### config.mk
export PLATFORM = sky130hd
export DESIGN_NAME = lb_clock_counter
export DESIGN_NICKNAME = d
export VERILOG_FILES = /design/src/rtl/lb_clock_counter_pkg.sv /design/src/rtl/lb_clock_counter.sv
export SDC_FILE = /design/constraint.sdc
export NUM_CORES = 1
export LEC_CHECK = 0
export ABC_AREA = 0
export CAP_MARGIN = 30
export CORE_MARGIN = 5
export CORE_UTILIZATION = 45
export DETAILED_ROUTE_END_ITERATION = 8
export GPL_TIMING_DRIVEN = 0
export HOLD_SLACK_MARGIN = 0.08
export MAX_ROUTING_LAYER = met4
export PLACE_DENSITY = 0.66
export SETUP_SLACK_MARGIN = 0.1
export SKIP_LAST_GASP = 1
export SLEW_MARGIN = 20
export SYNTH_ARGS = -nofsm -noshare
export SYNTH_HDL_FRONTEND = slang
export SYNTH_SLANG_ARGS = --single-unit
### constraint.sdc
create_clock -name clk -period 8.8 [get_ports clk]
set_clock_uncertainty 0.1 [all_clocks]
set_input_delay 1.32 -clock clk [delete_from_list [all_inputs] [get_ports clk]]
set_output_delay 1.32 -clock clk [all_outputs]
set_load 0.005 [all_outputs]
### src/rtl/lb_clock_counter_pkg.sv
// lb_clock_counter_pkg: shared UART timing constants (counter width, clock rate, baud divisors)
package lb_clock_counter_pkg;
  localparam int CLK_COUNT_WIDTH = 20;
  localparam int CLK_FREQ_HZ     = 50_000_000;
  localparam logic [CLK_COUNT_WIDTH-1:0] BAUD_DIV_9600   = CLK_COUNT_WIDTH'(CLK_FREQ_HZ / 9600);
  localparam logic [CLK_COUNT_WIDTH-1:0] BAUD_DIV_19200  = CLK_COUNT_WIDTH'(CLK_FREQ_HZ / 19200);
  localparam logic [CLK_COUNT_WIDTH-1:0] BAUD_DIV_57600  = CLK_COUNT_WIDTH'(CLK_FREQ_HZ / 57600);
  localparam logic [CLK_COUNT_WIDTH-1:0] BAUD_DIV_115200 = CLK_COUNT_WIDTH'(CLK_FREQ_HZ / 115200);
  function automatic logic [CLK_COUNT_WIDTH-1:0] baud_divisor(input int baud);
    return CLK_COUNT_WIDTH'(CLK_FREQ_HZ / baud);
  endfunction
endpackage

### src/rtl/lb_clock_counter.sv
// lb_clock_counter: free-running divider strobing done every value cycles; ports clk, reset (sync active-low), value (divisor), done (registered strobe)
module lb_clock_counter
  import lb_clock_counter_pkg::*;
#(
  parameter int WIDTH = CLK_COUNT_WIDTH
) (
  input  logic             clk,
  input  logic             reset,
  input  logic [WIDTH-1:0] value,
  output logic             done
);
  localparam logic [WIDTH-1:0] ONE = WIDTH'(1);
  logic [WIDTH-1:0] r_count;
  logic             r_done;
  logic             w_terminal;
  // value <= 1 short-circuits before value - 1 could wrap; >= lets a lowered divisor end the period at once
  assign w_terminal = (value <= ONE) || (r_count >= value - ONE);
  assign done       = r_done;
  always_ff @(posedge clk) begin
    if (!reset) begin
      r_count <= '0;
      r_done  <= 1'b0;
    end else begin
      r_count <= w_terminal ? '0 : r_count + ONE;
      r_done  <= w_terminal;
    end
  end
`ifndef SYNTHESIS
  a_no_double_done: assert property (@(posedge clk) disable iff (!reset) (done && value >= WIDTH'(2)) |=> !done);
`endif
endmodule

==> impl_metrics.py, run 1 <==
metrics = {
    "outcome": {
        "status": "completed",
    },
    "clock_network": {
        "cts_buffers": 3,
        "clk_pin_slew_ps": 70,
        "clockBufferDepth": 2,
        "clock_latency_ps": 260,
        "cts_hold_buffers": 0,
        "cts_setup_buffers": 0,
        "cts_tree": "done",
        "h-tree-depth": 1,
        "cts_resized": 0,
        "cts_root_buffer": "clkbuf_8",
        "cts_sinks": 21,
    },
    "sta": {
        "period_share": 0.6156,
        "whs_ps": 371.0,
        "finalHoldViolCount": 0,
        "fin_setup_tns_ps": 0,
        "timing.fmax_ghz": 0.1846,
        "fin_crit_ps": 5417,
        "final-setup-viol-count": 0,
        "slew_viol_final": 0,
        "worst_pin_slew_ps": 633.0,
        "max-slew-margin-rel": 0.5671,
        "rsz0062_at_grt": "no",
    },
    "finish": {
        "diodes": 0,
        "drive_above_1_share": 0.05286,
        "final_core_util": 0.5493,
        "area_growth_pct": 19.65,
        "nets": 273,
    },
    "worst_setup_path": {
        "critical_path.top_delay_family": "simple AND/OR/NAND/NOR gates",
        "crit_path_start_kind": "input port",
        "critPathCaptureType": "flip-flop",
        "worstSetupPathType": "in2reg",
        "rrSetupSlack_ps": 6180,
        "max_stage_delay_ps": 660,
        "critPathBufInv": 2,
        "cp.required_ps": 8840,
        "crit_path_cell_trace": "clkdlybuf4s50_1, or4_4, or4_4, or3_1, xor2_1, ha_1, nand4_1, nor4_1, or4b_2, nand4_1, buf_2, nor2_1",
        "slowest_stage": "or4b_2",
        "worstPathArrival_ps": 5460,
        "crit_fanout": 10,
    },
    "power": {
        "vdd_drop_max_uv": 72.82,
        "p_comb_frac": 0.176,
        "p_int_uw": 146.3,
        "seq_power_share": 0.502,
        "p_leak_uw": 0.0007343,
        "p_clk_frac": 0.322,
        "swShare": 0.2465,
        "powerDensity_mw_per_mm2": 98.05,
        "p_switching_uw": 47.87,
    },
    "die": {
        "die-height_um": 70.65,
        "die_w_um": 70.65,
        "fp.coreArea_sq_mm": 0.003606,
        "io_pins": 23,
        "rows": 22,
        "die-area_sq_mm": 0.004991,
        "start_util": 0.4591,
    },
    "synthesis": {
        "synth_top_cell_by_area": "dfxtp_1",
        "ys_types": 34,
        "synth_area_leaders": "dfxtp_1 25%, ha_1 17%, xnor2_1 13%, nor2_1 7.7%, xor2_1 5.8%",
        "syn_area_per_cell_sq_um": 8.236,
        "yosys_warnings": 0,
        "synth_common_cells": "34 x nor2_1, 25 x xnor2_1, 23 x ha_1, 21 x dfxtp_1, 12 x nand2_1",
        "synthCells": 201,
        "ys_ff_latch": 21,
        "async_flop_share": 0,
        "yosysMostFrequentCell": "nor2_1",
        "synth_area_sq_mm": 0.001655,
        "synthFlopType": "dfxtp_1",
        "synth-seq-area-share": 0.2540,
        "synth_top_area_frac": 0.2540,
        "synth_nets": 246,
        "synth_edf_count": 0,
    },
    "detailed_routing": {
        "drtIter0Drc": 70,
        "wl_per_cell_um": 12.47,
        "viasPerCell": 5.175,
        "dr.pass1.iters": 5,
        "num_vias": 1423,
        "drc": 0,
        "antenna_left": 0,
        "routed_wl_um": 3428,
    },
    "run": {
        "max-cap-violations": 0,
    },
    "global_route": {
        "grt_use_total": 0.1523,
        "overflow": 0,
        "grt_pass1_vias": 1347,
        "antenna_found_initial": 0,
        "grt_pass1_wl_um": 6044,
        "grt_max_degree": 12,
    },
    "min_path": {
        "hold_path.class": "reg2reg",
    },
    "placement": {
        "port_buffers": 22,
        "globalplace.congestion": 0.7674,
        "dp_hpwl_um": 2832,
    },
}
[cells in the final DEF, fill, tap and decap left out, types with 3 or more instances in the layout]
cell type / n
a21oi_1: 6
and3_1: 3
clkbuf_8: 3
clkdlybuf4s50_1: 22
dfxtp_1: 21
ha_1: 23
inv_1: 8
nand2_1: 12
nand3_1: 8
nand4_1: 6
nor2_1: 34
nor3_1: 11
nor4_1: 6
xnor2_1: 25
xor2_1: 11
[path summary, 6_finish.rpt]
| check | from | end | cells after the start |
|---|---|---|---|
| max | value[6] | r_count[3] | 12 |
| min | r_count[0] | r_count[0] | 1 |
| max reg2reg | r_count[18] | r_count[3] | 7 |
| min reg2reg | r_count[0] | r_count[0] | 1 |
[power by group through the flow]
stage                     combinational [uW]  clock, uW  sequential (uW)
after floorplan                         16.9          0             99.4
after global placement                  33.6          0             99.8
after detailed placement                34.0          0             99.8
after CTS                               34.3       65.0             97.6
after global routing                    38.4       71.3             97.8
final                                   34.1       62.6             97.5
[stage by stage]
| step | cell area, sq um | std cells | power (uW) | worst slack (ps) |
|---|---|---|---|---|
| after floorplan | 1655 | 201 | 116.3 | 4050 |
| after global placement | 1936 | 271 | 133.4 | 3078 |
| after detailed placement | 1936 | 271 | 133.8 | 3090 |
| after CTS | 1981 | 275 | 196.9 | 3344 |
| after global routing | 1981 | 275 | 207.5 | 3139 |
| final | 1981 | 275 | 194.2 | 3383 |
[layout make-up]
cell class                 instances  area (sq um)
sequential                        21         420.4
clock buffer                       4         45.04
fill                             346          1625
timing repair buffer              22         220.2
inverter                           8         30.03
buffer                             2         10.01
multi-input combinational        170          1195
tap                               48         60.06
[logic make-up (layout without fill, tap and decap cells)]
logic type | count (synthesis) | in the layout | share of synthesized area
xor gates and xnor gates | 36 | 36 | 0.1905
DFF | 21 | 21 | 0.2540
and+or+nand+nor | 95 | 95 | 0.2956
adders and majority gates | 23 | 23 | 0.1738
AOI/OAI and AO/OA | 16 | 16 | 0.06199
buffers and inverters | 10 | 36 | 0.02419
[flip-flops by register name, indices dropped and copies added (netlist names)]
signal / flops
r_count: 20
done: 1
[layer usage]
| layer | up-vias | track usage | wire length, um |
|---|---|---|---|
| met4 | 0 | 0.05219 | 48 |
| met1 | 632 | 0.2043 | 1807 |
| met2 | 27 | 0.2349 | 1446 |
| met5 | - | - | 0 |
| met3 | 4 | 0.02131 | 125 |
| li1 | 760 | - | - |
Power figures use the tool's default switching activity.
==> run 2, diff against run 1 <==
--- a/config.mk
+++ b/config.mk
@@ -13,7 +13,7 @@
 export GPL_TIMING_DRIVEN = 0
 export HOLD_SLACK_MARGIN = 0.08
 export MAX_ROUTING_LAYER = met4
-export PLACE_DENSITY = 0.66
+export PLACE_DENSITY = 0.68
 export SETUP_SLACK_MARGIN = 0.1
 export SKIP_LAST_GASP = 1
 export SLEW_MARGIN = 20
==> constraint.sdc (replaced) <==
create_clock -name clk -period 4.5 [get_ports clk]
set_clock_uncertainty 0.1 [all_clocks]
set_input_delay 0.675 -clock clk [delete_from_list [all_inputs] [get_ports clk]]
set_output_delay 0.675 -clock clk [all_outputs]
set_load 0.005 [all_outputs]
==> impl_metrics.py, run 2 (synthesis gave the netlist of run 1 again) <==
metrics = {
    "outcome": {
        "status": "completed",
    },
    "worst_setup_path": {
        "worstPathArrival_ps": 4350,
        "cp.required_ps": 4560,
        "critPathCaptureType": "flip-flop",
        "crit_path_start_kind": "input port",
        "crit_fanout": 5,
        "worstSetupPathType": "in2reg",
    },
    "clock_network": {
        "clock_latency_ps": 260,
        "cts_sinks": 21,
        "cts_hold_buffers": 0,
        "h-tree-depth": 1,
        "cts_root_buffer": "clkbuf_8",
        "cts_tree": "done",
        "clockBufferDepth": 2,
        "clk_pin_slew_ps": 70,
        "cts_buffers": 3,
    },
    "finish": {
        "largest_reg_flops": 20,
        "final_common_cell": "nor2_1",
        "largest_register": "r_count",
        "layout_common_cells": "34 x nor2_1, 25 x xnor2_1, 23 x ha_1, 21 x dfxtp_1, 18 x clkdlybuf4s50_1",
        "drive_above_1_share": 0.08621,
        "diodes": 0,
        "nets": 278,
        "area_growth_pct": 25.47,
        "final_core_util": 0.5760,
    },
    "die": {
        "die-height_um": 70.65,
        "fp.coreArea_sq_mm": 0.003606,
        "io_pins": 23,
        "start_util": 0.4591,
        "rows": 22,
        "die-area_sq_mm": 0.004991,
        "die_w_um": 70.65,
    },
    "global_route": {
        "overflow": 0,
        "grt_pass1_vias": 1402,
        "grt_max_degree": 12,
        "grt_pass1_wl_um": 6486,
        "grt_use_total": 0.1606,
        "antenna_found_initial": 0,
    },
    "sta": {
        "fin_crit_ps": 4291,
        "setup_ws_ps": 208.9,
        "max-slew-margin-rel": 0.6959,
        "timing.fmax_ghz": 0.2330,
        "rsz0062_at_grt": "no",
        "slew_viol_final": 0,
        "whs_ps": 375.6,
        "finalHoldViolCount": 0,
        "period_share": 0.9536,
        "final-setup-viol-count": 0,
        "worst_pin_slew_ps": 452.0,
    },
    "power": {
        "vdd_drop_max_uv": 101.8,
        "seq_power_share": 0.492,
        "p_int_uw": 288.9,
        "p_comb_frac": 0.184,
        "swShare": 0.2557,
        "p_clk_frac": 0.324,
        "p_leak_uw": 0.0008133,
        "p_switching_uw": 99.23,
        "powerDensity_mw_per_mm2": 186.9,
        "total_power_uw": 388.1,
    },
    "placement": {
        "pre_cts_ws_ps": -566.0,
        "dp_hpwl_um": 2820,
        "port_buffers": 22,
        "globalplace.congestion": 0.8167,
    },
    "detailed_routing": {
        "wl_per_cell_um": 12.94,
        "routed_wl_um": 3623,
        "dr.pass1.iters": 4,
        "antenna_left": 0,
        "viasPerCell": 5.157,
        "num_vias": 1444,
        "drc": 0,
        "drtIter0Drc": 78,
    },
    "min_path": {
        "hold_path.class": "reg2reg",
    },
    "run": {
        "max-cap-violations": 0,
    },
}
## run 2: worst max-delay path: stages
cell and delay, ps:
clkdlybuf4s50_1 460, or4_4 480, or4_4 530, or3_1 340, xor2_1 150, ha_1 290
nand4_1 150, nor4_4 270, or4b_4 500, nand4_1 250, buf_4 200, nor2_1 50
## run 2: per-stage QoR
| step | cells | cell area, sq um | setup TNS [ps] |
|---|---|---|---|
| global placement | 271 | 1936 | -12600 |
| global route | 280 | 2077 | 0 |
| finish | 280 | 2077 | 0 |
| CTS | 276 | 2008 | 0 |
| detailed placement | 271 | 1936 | -11450 |
| floorplan | 201 | 1655 | 0 |
## run 2: layout make-up
type / instances / area [sq um]
fillers: 351 / 1529
multi-input cells: 170 / 1231
flip-flops and latches: 21 / 420.4
repair buffers: 27 / 267.8
well taps: 48 / 60.06
clock buffers: 4 / 45.04
inverters: 8 / 30.03
plain buffers: 2 / 22.52
## run 2: timing repair
action | CTS | global route
pin swaps | 3 | 2
setup endpoints to repair | 21 | 21
gates cloned | 0 | 2
resized for setup | 4 | 13
buffers inserted | 1 | 2
hold endpoints to repair | 0 | 0
## run 2: power by group through the flow
stage	clock [uW]	sequential [uW]	combinational [uW]
6_report	126	191	71.4
5_1_grt	138	191	82.0
4_1_cts	131	191	68.2
3_5_place_dp	0	195	65.6
3_3_place_gp	0	195	65.2
2_1_floorplan	0	194	33.0
## run 2: worst paths after layout
| kind | depth (start not counted) | to | startpoint | slack, ps |
|---|---|---|---|---|
| setup / recovery | 12 | r_count[6] | value[9] | 210 |
| hold / removal | 1 | r_count[0] | r_count[0] | 380 |
| setup reg to reg | 7 | r_count[6] | r_count[10] | 2110 |
| hold reg to reg | 1 | r_count[0] | r_count[0] | 380 |
## run 2: routing by layer
metal  wire length, um  track usage  part of all wire  vias up
met4                35      0.05010            0.0097        0
met5                 0            -                 0        -
met2              1649       0.2526              0.46       32
met3               138      0.01705             0.038        2
met1              1800       0.2169              0.50      638
li1                  -            -                 -      772
